===== src/rtl/serial_addsub_pkg.sv =====
// ---------------------------------------------------------------------------
// serial_addsub_pkg
//
// Shared definitions for the bit-serial add/subtract sequencer:
//   - sequencer state encoding (2 bits, 11 is illegal and recovers to IDLE)
//   - operation encoding for the op input / AS cell input
//   - small helper for the two's-complement overflow rule
//
// Imported by serial_addsub_ctrl and serial_addsub_ctrl_cell.
// ---------------------------------------------------------------------------
package serial_addsub_pkg;

    // Sequencer states. The encoding is fixed because other blocks decode
    // the state bits directly when debugging the register-file interface.
    typedef enum logic [1:0] {
        ST_IDLE = 2'b00,
        ST_RUN  = 2'b01,
        ST_DONE = 2'b10
    } state_t;

    // Operation select: add uses B as-is with carry-in 0, subtract inverts B
    // and seeds the carry with 1 (two's complement).
    localparam logic OP_ADD = 1'b0;
    localparam logic OP_SUB = 1'b1;

    // Signed overflow happens exactly when the carry into the MSB differs
    // from the carry out of the MSB.
    function automatic logic signed_ovf(input logic carry_into_msb,
                                        input logic carry_out_msb);
        return carry_into_msb ^ carry_out_msb;
    endfunction

endpackage : serial_addsub_pkg


===== src/rtl/serial_addsub_ctrl_cell.sv =====
// ---------------------------------------------------------------------------
// serial_addsub_ctrl_cell
//
// Single-bit add/subtract cell. Purely combinational full adder whose B
// input is conditionally inverted by AS, so one instance handles both the
// add and the two's-complement subtract bit slices.
//
// Ports:
//   A    in   operand A bit
//   B    in   operand B bit (inverted internally when AS = OP_SUB)
//   cin  in   carry in
//   AS   in   0 = add, 1 = subtract
//   sum  out  sum bit
//   cout out  carry out
// ---------------------------------------------------------------------------
module serial_addsub_ctrl_cell
    import serial_addsub_pkg::*;
(
    input  logic A,
    input  logic B,
    input  logic cin,
    input  logic AS,
    output logic sum,
    output logic cout
);

    logic b_eff;

    // B is XORed with the subtract select so subtract becomes A + ~B + cin.
    always_comb begin
        b_eff = B ^ (AS == OP_SUB);
        sum   = A ^ b_eff ^ cin;
        cout  = (A & b_eff) | (cin & (A ^ b_eff));
    end

endmodule : serial_addsub_ctrl_cell


===== src/rtl/serial_addsub_ctrl.sv =====
// ---------------------------------------------------------------------------
// serial_addsub_ctrl
//
// Bit-serial add/subtract sequencer. One single-bit add/subtract cell is
// reused over WIDTH clock cycles, LSB first, with the carry held in a
// register between bits. The requesting FSM sees a start/busy/done
// handshake; result, cout and ovf are held until the next accepted start
// completes (they are not cleared when a new operation begins).
//
// Timing: start sampled at edge 0 -> busy in cycles 1..WIDTH -> done pulse
// in cycle WIDTH+1 -> back in IDLE for cycle WIDTH+2.
//
// Parameters:
//   WIDTH  operand/result width (>= 2)
//   CNT_W  bit-counter width, 2**CNT_W >= WIDTH
//
// Ports:
//   clk     in   system clock, rising edge
//   rst_n   in   asynchronous active-low reset
//   start   in   request, only honoured in IDLE
//   op      in   0 = add, 1 = subtract (a - b), sampled with start
//   abort   in   (only with SERIAL_ADDSUB_ABORT_EN) cancel a running op
//   a, b    in   operands, sampled with start
//   busy    out  high while bits are being processed
//   done    out  one-cycle completion pulse
//   result  out  sum/difference
//   cout    out  final carry-out (for subtract: 1 = no borrow)
//   ovf     out  two's-complement overflow
//
// Optional feature macro: SERIAL_ADDSUB_ABORT_EN
//   When defined, the abort port exists and an abort seen in RUN returns
//   the sequencer to IDLE without a done pulse and without touching
//   result/cout/ovf. start takes priority over abort in IDLE (abort is
//   simply ignored there).
// ---------------------------------------------------------------------------
module serial_addsub_ctrl
    import serial_addsub_pkg::*;
#(
    parameter int WIDTH = 8,
    parameter int CNT_W = 3
) (
    input  logic             clk,
    input  logic             rst_n,
    input  logic             start,
    input  logic             op,
`ifdef SERIAL_ADDSUB_ABORT_EN
    input  logic             abort,
`endif
    input  logic [WIDTH-1:0] a,
    input  logic [WIDTH-1:0] b,
    output logic             busy,
    output logic             done,
    output logic [WIDTH-1:0] result,
    output logic             cout,
    output logic             ovf
);

    state_t             state;
    logic [WIDTH-1:0]   a_sr;
    logic [WIDTH-1:0]   b_sr;
    logic [WIDTH-2:0]   res_sr;
    logic [CNT_W-1:0]   cnt;
    logic               carry;
    logic               op_r;

    logic               cell_sum;
    logic               cell_cout;
    logic [WIDTH-1:0]   res_next;
    logic               last_bit;
    logic               abort_hit;

    // The shared cell always looks at the LSBs of the operand shift
    // registers and at the registered carry.
    serial_addsub_ctrl_cell u_cell (
        .A    (a_sr[0]),
        .B    (b_sr[0]),
        .cin  (carry),
        .AS   (op_r),
        .sum  (cell_sum),
        .cout (cell_cout)
    );

    // Partial result: the new sum bit enters at the MSB and everything
    // moves one place right. Only WIDTH-1 bits need storing between cycles
    // because the last sum bit arrives on the final edge and goes straight
    // into the held result. last_bit marks the edge that processes the MSB.
    always_comb begin
        res_next = {cell_sum, res_sr};
        last_bit = (cnt == CNT_W'(WIDTH - 1));
    end

    // Abort only exists in the optional build; in the default build the
    // run phase can never be cut short.
`ifdef SERIAL_ADDSUB_ABORT_EN
    assign abort_hit = abort;
`else
    assign abort_hit = 1'b0;
`endif

    // Single sequencer process: state, datapath registers and all outputs
    // are registered here. IDLE loads the operands and seeds the carry with
    // the op bit (1 for subtract gives the +1 of two's complement). RUN
    // processes one bit per edge; on the edge that handles the MSB it
    // publishes result/cout/ovf and moves to DONE. DONE raises done for one
    // cycle and always returns to IDLE, ignoring start. The unused encoding
    // 11 falls back to IDLE with the handshake outputs low.
    always_ff @(posedge clk or negedge rst_n) begin
        if (!rst_n) begin
            state  <= ST_IDLE;
            busy   <= 1'b0;
            done   <= 1'b0;
            result <= '0;
            cout   <= 1'b0;
            ovf    <= 1'b0;
            a_sr   <= '0;
            b_sr   <= '0;
            res_sr <= '0;
            cnt    <= '0;
            carry  <= 1'b0;
            op_r   <= OP_ADD;
        end else begin
            case (state)
                ST_IDLE: begin
                    busy <= 1'b0;
                    done <= 1'b0;
                    if (start) begin
                        a_sr  <= a;
                        b_sr  <= b;
                        op_r  <= op;
                        carry <= op;
                        cnt   <= '0;
                        busy  <= 1'b1;
                        state <= ST_RUN;
                    end
                end

                ST_RUN: begin
                    if (abort_hit) begin
                        busy  <= 1'b0;
                        state <= ST_IDLE;
                    end else begin
                        a_sr   <= a_sr >> 1;
                        b_sr   <= b_sr >> 1;
                        res_sr <= res_next[WIDTH-1:1];
                        carry  <= cell_cout;
                        cnt    <= cnt + CNT_W'(1);
                        if (last_bit) begin
                            result <= res_next;
                            cout   <= cell_cout;
                            ovf    <= signed_ovf(carry, cell_cout);
                            busy   <= 1'b0;
                            done   <= 1'b1;
                            state  <= ST_DONE;
                        end
                    end
                end

                ST_DONE: begin
                    busy  <= 1'b0;
                    done  <= 1'b0;
                    state <= ST_IDLE;
                end

                default: begin
                    busy  <= 1'b0;
                    done  <= 1'b0;
                    state <= ST_IDLE;
                end
            endcase
        end
    end

endmodule : serial_addsub_ctrl


===== config.mk =====
export PLATFORM = sky130hd
export DESIGN_NAME = serial_addsub_ctrl
export DESIGN_NICKNAME = d
export VERILOG_FILES = /design/src/rtl/serial_addsub_pkg.sv /design/src/rtl/serial_addsub_ctrl_cell.sv /design/src/rtl/serial_addsub_ctrl.sv
export SDC_FILE = /design/constraint.sdc
export NUM_CORES = 1
export LEC_CHECK = 0
export BUFFER_PORTS_ARGS = -buffer_cell sky130_fd_sc_hd__buf_2
export CORE_MARGIN = 5
export CORE_UTILIZATION = 54
export CTS_CLUSTER_DIAMETER = 60
export DETAILED_ROUTE_END_ITERATION = 16
export PLACE_DENSITY = 0.75
export SYNTH_ARGS = -nofsm -noshare
export SYNTH_HDL_FRONTEND = slang
export SYNTH_SLANG_ARGS = --single-unit

===== constraint.sdc =====
create_clock -name clk -period 2 [get_ports clk]
set_input_delay 0.1 -clock clk [delete_from_list [all_inputs] [get_ports clk]]
set_output_delay 0.1 -clock clk [all_outputs]
set_load 0.02 [all_outputs]

Yosys cells after proc, flatten, opt, wreduce, memory -nomap -nowiden

Cells that the tools add are included.
W data, S select, Z words.

Bits in registers: 42
Output and inout port bits: 12

Bitwise gates (word level): 7
Eq/ne operators: 4
Reductions and logical operators: 6
Add/sub/neg operators: 1
Muxes and demuxes: 16

Operator list:

| cell                  | count |
|---|---|
| $pmux W8 S2           | 2 |
| $mux W8               | 2 |
| $reduce_and A2 Y1     | 4 |
| $pmux W3 S2           | 1 |
| $mux W1               | 5 |
| $mux W2               | 2 |
| $ne A2 B2 Y1 const B  | 2 |
| $pmux W1 S2           | 2 |
| $pmux W2 S2           | 1 |
| $xor A1 B1 Y1         | 4 |
| $add A3 B1 Y3 const B | 1 |
| $eq A3 B3 Y1 const B  | 1 |
| $mux W3               | 1 |
| $and A1 B1 Y1         | 2 |
| $eq A2 B1 Y1 const B  | 1 |
| $logic_not A2 Y1      | 1 |
| $reduce_bool A2 Y1    | 1 |
| $or A1 B1 Y1          | 1 |

Logic depth before layout (Yosys ltp)

Gate-level depths: netlist (run 1).

Word-level depth: 5
Mapped depth: 6

Hierarchy

From an unflattened synthesis (run 1), not the netlist that was laid out.

Cell total of the unflattened synthesis: 168
Area, all modules: 1939.4 sq um

Modules (own cells, without submodules):

| module                  | times used | cells each | area an instance (sq um) | seq. area each (sq um) |
|---|---|---|---|---|
| serial_addsub_ctrl      | 1          | 162        | 1895.6                   | 1051.0 |
| serial_addsub_ctrl_cell | 1          | 6          | 43.8                     | 0.0 |

Worst setup path after synthesis (run 1)

Ideal clock, no wire load.

Kind: flip-flop to flip-flop
From: reg cnt[0]
To: reg result[0]
Setup slack: 551 ps
Stages on the path, launching flop included: 6
Required time: 1875 ps
Path buffers: 1
Arrival time: 1324 ps
Period minus slack after synthesis: 1449 ps
Path through: dfrtp_1 > ha_1 > ha_1 > nand3b_4 > buf_6 > mux2_4

Cells in the longest elaborated chain, start to end: 2

RTL lines:

| element                     | RTL line                  | source |
|---|---|---|
| start, declared             | serial_addsub_ctrl.sv:62  | `logic [CNT_W-1:0] cnt;` |
| start signal, assigned      | serial_addsub_ctrl.sv:146 | `cnt <= cnt + CNT_W'(1);` |
| $eq A3 B3 Y1                | serial_addsub_ctrl.sv:89  | `last_bit = (cnt == CNT_W'(WIDTH - 1));` |
| $reduce_and A2 Y1 (no line) | n/a                       |  |
| end signal, assigned        | serial_addsub_ctrl.sv:148 | `result <= res_next;` |
| end, declared               | serial_addsub_ctrl.sv:53  | `output logic [WIDTH-1:0] result,` |

No other way between the ends.
A chain may end at the register's enable or synchronous reset.

Worst setup path after layout (run 1)

From: reg state[1]
To: reg op_r

Cells in the longest elaborated chain, start to end: 2

RTL lines:

| element                     | RTL line                  | source |
|---|---|---|
| start, declared             | serial_addsub_ctrl.sv:58  | `state_t state;` |
| start signal, assigned      | serial_addsub_ctrl.sv:109 | `state <= ST_IDLE;` |
| start signal, assigned      | serial_addsub_ctrl.sv:133 | `state <= ST_RUN;` |
| start signal, assigned      | serial_addsub_ctrl.sv:140 | `state <= ST_IDLE;` |
| $logic_not A2 Y1            | serial_addsub_ctrl.sv:122 | `case (state)` |
| $reduce_and A2 Y1 (no line) | n/a                       |  |
| end signal, assigned        | serial_addsub_ctrl.sv:129 | `op_r <= op;` |
| end, declared               | serial_addsub_ctrl.sv:64  | `logic op_r;` |

No other way between the ends.

==> metrics.csv, run 1 <==
metric;value;unit
outcome;completed;
post-route antenna net violation count;0;
Hold Vio Cnt, Final;0;
setup repair after global routing missed its margin;false;
Slew Limit Headroom;41.0;%
worst min-delay path category;input pin to flop;
Worst-Skew Late Latency;360;ps
Max Root-Sink Buffers;2;
buffer cell driving the clock tree root;clkbuf_4;
cell count after placement;212;
routed via count;1252;
Data arrival, critical path;1870;ps
required time at the endpoint of the critical path;2260;ps
cell count after synthesis;143;
Total Die Area;4570;um^2
library cells used by synthesis;28;
Finished Core Util;63.2;%
horizontal die dimension;67.6;um
DRC marker count from the first detailed-route iteration;79;
sequential cell area;1050;um^2
commonest cells after routing, fill and taps aside;dfrtp_1 (42), buf_2 (31), o22ai_1 (20);
Worst Setup Start Kind;flop;
count of pins over their slew limit;0;
syn nets;166;
number of H-tree levels;2;
DR pass1 iterations;6;
post-DR wirelength/cell;15.3;um
compound-cell area share of the yosys netlist;18.1;%
initial antenna violation count;0;
final layout net count;200;
period utilization;80.5;%
ordered cell list for the critical path;nand2b_1 > nor2_1 > mux2_2;
cell type of the slowest stage on the worst timing path;dfrtp_1;
post-synthesis xor/xnor area fraction;0.977;%
cell family with most CP delay;simple AND/OR/NAND/NOR gates;
startpoint of the most critical setup path;state[1]$_DFFE_PN0P_;
Setup TNS Final;0;ps
WP buf/inv;0;
start of the worst register-to-register path;state[1]$_DFFE_PN0P_;
transition at the pin with the smallest max-transition slack;885;ps
area growth from synthesis to final layout;15.8;%
ratio of total power to cell area;1650;nW/um^2
highest cell delay on the worst timing path;510;ps
pin count of the biggest net entering global routing;43;
ANT cells;0;
type of destination of the critical path;flop;
TritonCTS sink count;42;
count of boundary I/O pins;32;
multiplexer share of the synthesized area;9.42;%
Post-Route Skew;8.57;ps
global placement routability congestion;0.781;
Floorplan Core Area;3280;um^2
count of cells resized by post-cts repair;0;
Max Fanout on Critical Path;11;
Cell Count, Final, Fillers Out;224;
global-route congestion overflow total;0;
FF+latch count, synth;42;
via density per instance;5.59;
initial core utilization;54.6;%
maximum ir drop on the vdd rail;683;uV
Maximum Capacitance Violations;0;
post-synthesis area per instance;12.5;um^2
# rows;21;
placed wire-length estimate;2.41;mm
launch point of the worst hold path;b[3];
most common cell after layout, fill and taps aside;dfrtp_1;
wire length of the first global-routing pass;5.98;mm
GRT Total Usage;17.7;%
final wirelength;3.42;mm
leakage power summed over all cells;0.989;nW
multi-input gate area in the final layout;656;um^2
Port Buffers;31;
Tmin final;1610;ps
clock-pin slew on the worst setup and hold paths;120;ps
number of endpoints failing setup at the final stage;0;
post-synthesis adder-cell area fraction;2.51;%
share of the yosys chip area belonging to registers;58.6;%
via count of the first global-routing pass;1312;
clock tree from TritonCTS;yes;
share of post-route cells with drive strength above 1;32.6;%
post-synthesis simple-gate area fraction;5.58;%
TritonCTS buffer count;5;
layout filler cell count;275;
classification of the worst setup path;flop to flop;
DIE HEIGHT;67.6;um
DRC violations left;0;
post-synthesis cell area;1790;um^2
main combinational cell family by area after synthesis;compound AO/OA/AOI/OAI gates;
fmax;621;MHz
synthesis warning total;0;
==> metrics by stage <==
stage	power, mW	area, um^2	worst slack, ps	hold slack [ps]
finish	3.42	2080	390	37.9
CTS	3.45	2080	404	33.9
detailed placement	2.94	1960	416	281
global placement	2.85	1960	507	262
global route	3.69	2080	295	36.4
floorplan	2.57	1790	551	-196
==> synthesized netlist by cell type <==
master	instances	area (um^2)
a21oi_1	9	45.0
a221o_1	1	10.0
a22o_1	3	26.3
a2bb2oi_1	6	52.6
buf_2	6	30.0
buf_4	3	22.5
buf_6	1	11.3
dfrtp_1	42	1050
fa_1	1	20.0
ha_1	2	25.0
inv_1	6	22.5
mux2_2	11	124
mux2_4	3	45.0
nand2_1	5	18.8
nand2b_1	3	18.8
nand3b_1	1	7.51
nand3b_4	1	20.0
nor2_1	5	18.8
nor2_2	1	6.26
o21ai_0	6	30.0
o21bai_1	1	7.51
o221a_2	1	11.3
o22ai_1	20	125
o2bb2ai_1	1	8.76
o31ai_1	1	7.51
or4b_1	1	10.0
xnor2_1	1	8.76
xor2_1	1	8.76
==> metal layers <==
metal | vias to the layer above | routed length, um | track usage, %
met2 | 25 | 1660 | 29.0
li1 | 603 | - | -
met3 | 5 | 135 | 5.99
met1 | 619 | 1580 | 21.8
met4 | 0 | 48 | 6.08
met5 | - | 0 | 0
==> state kept, by name (all words and copies together), names as in the netlist <==
| name | count |
|---|---|
| a_sr | 8 |
| b_sr | 8 |
| result | 8 |
| res_sr | 7 |
| cnt | 3 |
| state | 2 |
| busy | 1 |
| carry | 1 |
| cout | 1 |
| done | 1 |
| op_r | 1 |
| ovf | 1 |
==> worst min-delay path: cells and delay by family <==
kind                   cells  cell delay [ps]
buffers and inverters      1               80
AOI/OAI and AO/OA          2              180
==> what timing repair did <==
| item | CTS | global route |
|---|---|---|
| hold buffers | 4 | 0 |
| endpoints found under the hold margin | 45 | 0 |
| setup endpoints to repair | 0 | 0 |
| setup buffers | 0 | 0 |
==> cell type report <==
class | count | share of cell area, %
Sequential cell | 42 | 50.6
Tap cell | 46 | 2.77
Timing Repair Buffer | 37 | 10.1
Clock buffer | 8 | 3.80
Multi-Input combinational cell | 85 | 31.6
Inverter | 6 | 1.08
==> where the power goes <==
group / internal, mW / switching (mW) / total [mW]
clock network: 0.240 / 0.264 / 0.505
logic: 0.692 / 0.686 / 1.38
registers: 1.25 / 0.284 / 1.54
==> worst paths after layout <==
path,endpoint,slack [ps],cells past startpoint
setup / recovery,op_r$_DFFE_PN0P_,390,3
hold / removal,b_sr[3]$_DFFE_PN0P_,40,3
setup reg to reg,op_r$_DFFE_PN0P_,390,3
hold reg to reg,cout$_DFFE_PN0P_,490,2
max in group asynchronous,result[2]$_DFFE_PN0P_,1050,2
min in group asynchronous,b_sr[3]$_DFFE_PN0P_,400,2
==> cells by family (layout without fill, tap and decap cells) <==
family / count (synthesis) / count (layout)
buffers and inverters: 16 / 51
AND/OR/NAND/NOR: 17 / 17
AO/OA/AOI/OAI: 49 / 49
flip-flops: 42 / 42
adder cells (fa/ha/maj): 3 / 3
multiplexers: 14 / 14
XOR/XNOR: 2 / 2
No activity file was read; power rests on OpenSTA's default activity.
==> run 2: changes to the inputs <==
Settings changed: CORE_UTILIZATION 54 to 49, PLACE_DENSITY 0.75 to 0.71.
Clock period 2 ns to 1.35 ns, I/O delays scaled along.
==> run 2 against run 1 <==
  * The flow now finishes with violations (negative setup slack)
  * Combinational power rose by 83%
  * First-iteration DRC count is 1.3% lower
  * Via count up 5.4%
  * Die area up 8.7%
  * Clock power rose by 46%
  * Count of clock-buffer cells in the layout is 1 lower
  * Routed wire length is 12% higher
  * Final area increased by 7.9%
  * Largest power group is now combinational cells
  * Highest routed layer unchanged
==> metrics.csv, run 2 (synthesis results as in run 1) <==
metric;value;unit
horizontal die dimension;70.5;um
ratio of total power to cell area;2470;nW/um^2
cell family with most CP delay;flip-flops;
post-DR wirelength/cell;16.1;um
area growth from synthesis to final layout;24.9;%
Maximum Capacitance Violations;0;
TritonCTS buffer count;5;
maximum ir drop on the vdd rail;1070;uV
number of endpoints failing setup at the final stage;2;
Worst Setup Start Kind;flop;
biggest regs;a_sr: 8 flops, b_sr: 8 flops, result: 8 flops;
final wirelength;3.82;mm
Post-Route Skew;4.97;ps
fmax;740;MHz
worst-case setup margin in the final layout;-1.91;ps
ANT cells;0;
layout filler cell count;289;
failing checks;negative setup slack;
Max Fanout on Critical Path;8;
sequential cell area;1050;um^2
placed wire-length estimate;2.75;mm
Max Root-Sink Buffers;2;
initial antenna violation count;0;
leakage power summed over all cells;1.06;nW
DRC marker count from the first detailed-route iteration;78;
# rows;22;
Slew Limit Headroom;72.8;%
share of post-route cells with drive strength above 1;43.4;%
count of pins over their slew limit;0;
type of destination of the critical path;flop;
via count of the first global-routing pass;1396;
transition at the pin with the smallest max-transition slack;408;ps
via density per instance;5.57;
WP buf/inv;0;
count of boundary I/O pins;32;
cell type of the slowest stage on the worst timing path;dfrtp_1;
DRC violations left;0;
routed via count;1319;
initial core utilization;49.7;%
Register-to-Register Setup Slack;-2;ps
Total Die Area;4970;um^2
clock tree from TritonCTS;yes;
DIE HEIGHT;70.5;um
global placement routability congestion;0.799;
number of H-tree levels;2;
multi-input gate area in the final layout;712;um^2
Worst-Skew Late Latency;290;ps
TritonCTS sink count;42;
instance area at placement;2070;um^2
worst min-delay path category;input pin to flop;
setup repair after global routing missed its margin;true;
GRT Total Usage;16.6;%
ordered cell list for the critical path;ha_2 > ha_4 > nand3b_4 > mux2_4;
required time at the endpoint of the critical path;1520;ps
final layout net count;212;
summed area of non-filler cells in the final layout;2240;um^2
Tmin final;1350;ps
global-route congestion overflow total;0;
Port Buffers;31;
clock-pin slew on the worst setup and hold paths;70;ps
post-route antenna net violation count;0;
Floorplan Core Area;3610;um^2
outcome;finished with violations;
classification of the worst setup path;flop to flop;
pre-CTS worst setup slack;-15.7;ps
commonest cells after routing, fill and taps aside;dfrtp_1 (41), buf_2 (31), o22ai_1 (20);
Hold Vio Cnt, Final;0;
highest cell delay on the worst timing path;400;ps
buffer cell driving the clock tree root;clkbuf_8;
DR pass1 iterations;4;
wire length of the first global-routing pass;6.46;mm
Data arrival, critical path;1520;ps
pin count of the biggest net entering global routing;27;
period utilization;100;%
most common cell after layout, fill and taps aside;dfrtp_1;
-- run 2: changes by cell type in the layout (fill, tap and decap cells not counted), moves of 3 or more --
cell           previous run  this run
mux2_2                   11         7
o21ai_0                   6         2
dlygate4sd3_1             4         1
clkbuf_4                  5         0
mux2_4                    3         7
buf_4                     2        15
-- run 2: per-layer routing --
layer / part of all wire (%) / global-route usage (%) / vias to the layer above / wire length, um
met4: 1.7 / 6.17 / 0 / 64
met3: 5.4 / 5.61 / 9 / 208
li1: - / - / 615 / -
met5: 0 / 0 / - / 0
met1: 43 / 20.6 / 660 / 1650
met2: 50 / 26.5 / 35 / 1900
-- run 2: path summary, 6_finish.rpt --
check,startpoint,endpoint,depth (start not counted)
setup / recovery,cnt[0]$_DFFE_PN0P_,result[3]$_DFFE_PN0P_,4
hold / removal,a[7],a_sr[7]$_DFFE_PN0P_,2
setup reg to reg,cnt[0]$_DFFE_PN0P_,result[3]$_DFFE_PN0P_,4
hold reg to reg,cout$_DFFE_PN0P_,cout$_DFFE_PN0P_,2
max in group asynchronous,rst_n,state[1]$_DFFE_PN0P_,3
min in group asynchronous,rst_n,a_sr[2]$_DFFE_PN0P_,2
-- run 2: layout make-up --
| type | count | area share, % |
|---|---|---|
| flip-flops and latches | 42 | 47.0 |
| repair buffers | 49 | 13.8 |
| clock buffers | 7 | 3.41 |
| inverters | 6 | 1.34 |
| well taps | 48 | 2.68 |
| multi-input cells | 85 | 31.8 |
-- run 2: power by group --
part	total, mW	internal, mW	switching, mW
clock	0.735	0.356	0.379
combinational	2.52	1.31	1.20
sequential	2.28	1.87	0.412
-- run 2: timing repair --
action                                  CTS  global route
pin swaps                                 0             2
setup buffers                             1             3
hold endpoints to repair                 16             0
resized for setup                         2            18
hold buffers                              1             0
endpoints found under the setup margin    6            26
-- run 2: metrics by stage --
step	utilization (%)	instances	TNS, ps	power, mW	hold slack, ps
finish	62.1	237	-3.18	5.53	21.5
global route	62.1	237	-323	5.94	27.2
CTS	60.1	234	-57.8	5.37	16.7
detailed placement	57.4	225	-47.5	4.56	16.9
global placement	57.4	225	0	4.39	12.2
floorplan	-	143	-28.1	3.84	-228
==> run 3: changes to the inputs <==
Settings changed: CORE_ASPECT_RATIO set to 2.
==> run 3 against run 2 <==
  * Final area up 1.6%
  * Count of clock-buffer cells in the layout stayed put
  * Global-route usage rose by 1.5 points
  * Flip-flop and latch count is the same
  * The flow now finishes without violations
  * Largest power group unchanged
  * Maximum frequency grew 0.59%
  * Sequential power barely moved
  * Die area increased by 1.5%
  * Combinational power about the same
  * Routed wire length grew 4.1%
  * First-iteration DRC count decreased by 54%
==> metrics.csv, run 3 (synthesis results as in run 1) <==
metric;value;unit
Floorplan Core Area;3570;um^2
startpoint of the most critical setup path;b_sr[0]$_DFFE_PN0P_;
most common cell after layout, fill and taps aside;dfrtp_1;
buffer cell driving the clock tree root;clkbuf_8;
ANT cells;0;
layout filler cell count;296;
number of H-tree levels;2;
fmax;744;MHz
leakage power summed over all cells;1.10;nW
Tmin final;1340;ps
ordered cell list for the critical path;xnor2_2 > fa_2 > o21ai_0;
clock tree from TritonCTS;yes;
maximum ir drop on the vdd rail;1540;uV
initial antenna violation count;0;
global-route congestion overflow total;0;
via density per instance;5.53;
pin count of the biggest net entering global routing;43;
commonest cells after routing, fill and taps aside;dfrtp_1 (40), buf_2 (31), o22ai_1 (20);
Worst R2R End;result[7]$_DFFE_PN0P_;
DR pass1 iterations;4;
required time at the endpoint of the critical path;1520;ps
global placement routability congestion;0.752;
horizontal die dimension;52.8;um
DRC violations left;0;
Setup TNS Final;0;ps
post-route antenna net violation count;0;
TritonCTS sink count;42;
transition at the pin with the smallest max-transition slack;511;ps
area growth from synthesis to final layout;26.9;%
cell count after placement;228;
Port Buffers;31;
biggest regs;a_sr: 8 flops, b_sr: 8 flops, result: 8 flops;
Max Fanout on Critical Path;2;
post-DR wirelength/cell;16.5;um
end point of the most critical hold path;b_sr[7]$_DFFE_PN0P_;
Total Die Area;5040;um^2
global routing met1 resource utilization;20.1;%
period utilization;99.6;%
type of destination of the critical path;flop;
Post-Route Skew;5.59;ps
Worst Setup Start Kind;flop;
start of the worst register-to-register path;b_sr[0]$_DFFE_PN0P_;
most used routing layer in global routing;met2;
Register-to-Register Setup Slack;6;ps
classification of the worst setup path;flop to flop;
Maximum Capacitance Violations;0;
initial core utilization;50.2;%
outcome;completed;
share of post-route cells with drive strength above 1;41.7;%
Cell Count, Final, Fillers Out;241;
Cells on Worst Hold Path;3;
hold_ws;40.3;ps
final wirelength;3.97;mm
TritonCTS buffer count;5;
ratio of total power to cell area;2470;nW/um^2
cell type of the slowest stage on the worst timing path;fa_2;
Slew Limit Headroom;65.9;%
met3 Use GR;4.07;%
setup repair after global routing missed its margin;true;
Hold Vio Cnt, Final;0;
Final Power;5.63;mW
number of endpoints failing setup at the final stage;0;
GRT Total Usage;18.1;%
via count of the first global-routing pass;1395;
final layout net count;214;
count of pins over their slew limit;0;
path depth of the worst reg2reg path;3;
placed wire-length estimate;2.91;mm
DIE HEIGHT;95.5;um
# rows;31;
routed via count;1333;
highest cell delay on the worst timing path;580;ps
count of boundary I/O pins;32;
Data arrival, critical path;1520;ps
worst min-delay path category;input pin to flop;
DRC marker count from the first detailed-route iteration;36;
Max Root-Sink Buffers;2;
clock-pin slew on the worst setup and hold paths;80;ps
launch point of the worst hold path;b[7];
global routing met2 resource utilization;32.1;%
Worst-Skew Late Latency;290;ps
wire length of the first global-routing pass;6.55;mm
## run 3: cell type report
class | count | area [um^2] | share of cell area [%]
inverters | 6 | 22.5 | 0.990
well taps | 49 | 61.3 | 2.69
clock buffers | 7 | 86.3 | 3.79
multi-input cells | 86 | 719 | 31.6
repair buffers | 50 | 328 | 14.4
clock inverters | 1 | 5.00 | 0.220
flip-flops and latches | 42 | 1050 | 46.3
## run 3: per-stage QoR
| stage | worst slack (ps) | cell area, um^2 | utilization, % |
|---|---|---|---|
| after floorplan | -9.38 | 1810 | - |
| after global placement | 20.5 | 2100 | 58.8 |
| after detailed placement | -24.1 | 2100 | 58.8 |
| after CTS | 2.94 | 2220 | 62.2 |
| after global routing | -72.4 | 2280 | 63.8 |
| final | 5.99 | 2280 | 63.8 |
## run 3: worst max path at each step
| stage | to | cells after the start |
|---|---|---|
| 2_1_floorplan | result[0]$_DFFE_PN0P_ | 5 |
| 3_3_place_gp | result[3]$_DFFE_PN0P_ | 4 |
| 3_5_place_dp | result[5]$_DFFE_PN0P_ | 4 |
| 4_1_cts | res_sr[3]$_DFFE_PN0P_ | 3 |
| 5_1_grt | ovf$_DFFE_PN0P_ | 4 |
| 6_report | result[7]$_DFFE_PN0P_ | 3 |
## run 3: report_power, final
group | leakage, nW | switching [mW] | internal (mW)
clock | 0.0482 | 0.399 | 0.412
sequential | 0.507 | 0.429 | 1.87
combinational | 0.544 | 1.17 | 1.35
total | 1.10 | 2.00 | 3.63
## run 3: timing repair
item                       4_1_cts  5_1_grt
pin swaps                        0        2
hold buffers                     2        0
cloned                           1        0
setup buffers                    0        2
gates resized for setup          0       12
setup endpoints to repair        5       24
hold endpoints to repair        43        0
## run 3: critical path: cells and delay by family, from the launching register on
family | cells | cell delay [ps]
xor+xnor | 1 | 150
compound gates | 1 | 90
flops | 1 | 410
fa+ha+maj | 1 | 580
## run 3: routing by layer
| layer | vias to the layer above | routed length, um |
|---|---|---|
| met1 | 668 | 1450 |
| met3 | 7 | 183 |
| met2 | 34 | 2270 |
| met4 | 0 | 70 |
| met5 | - | 0 |
| li1 | 624 | - |
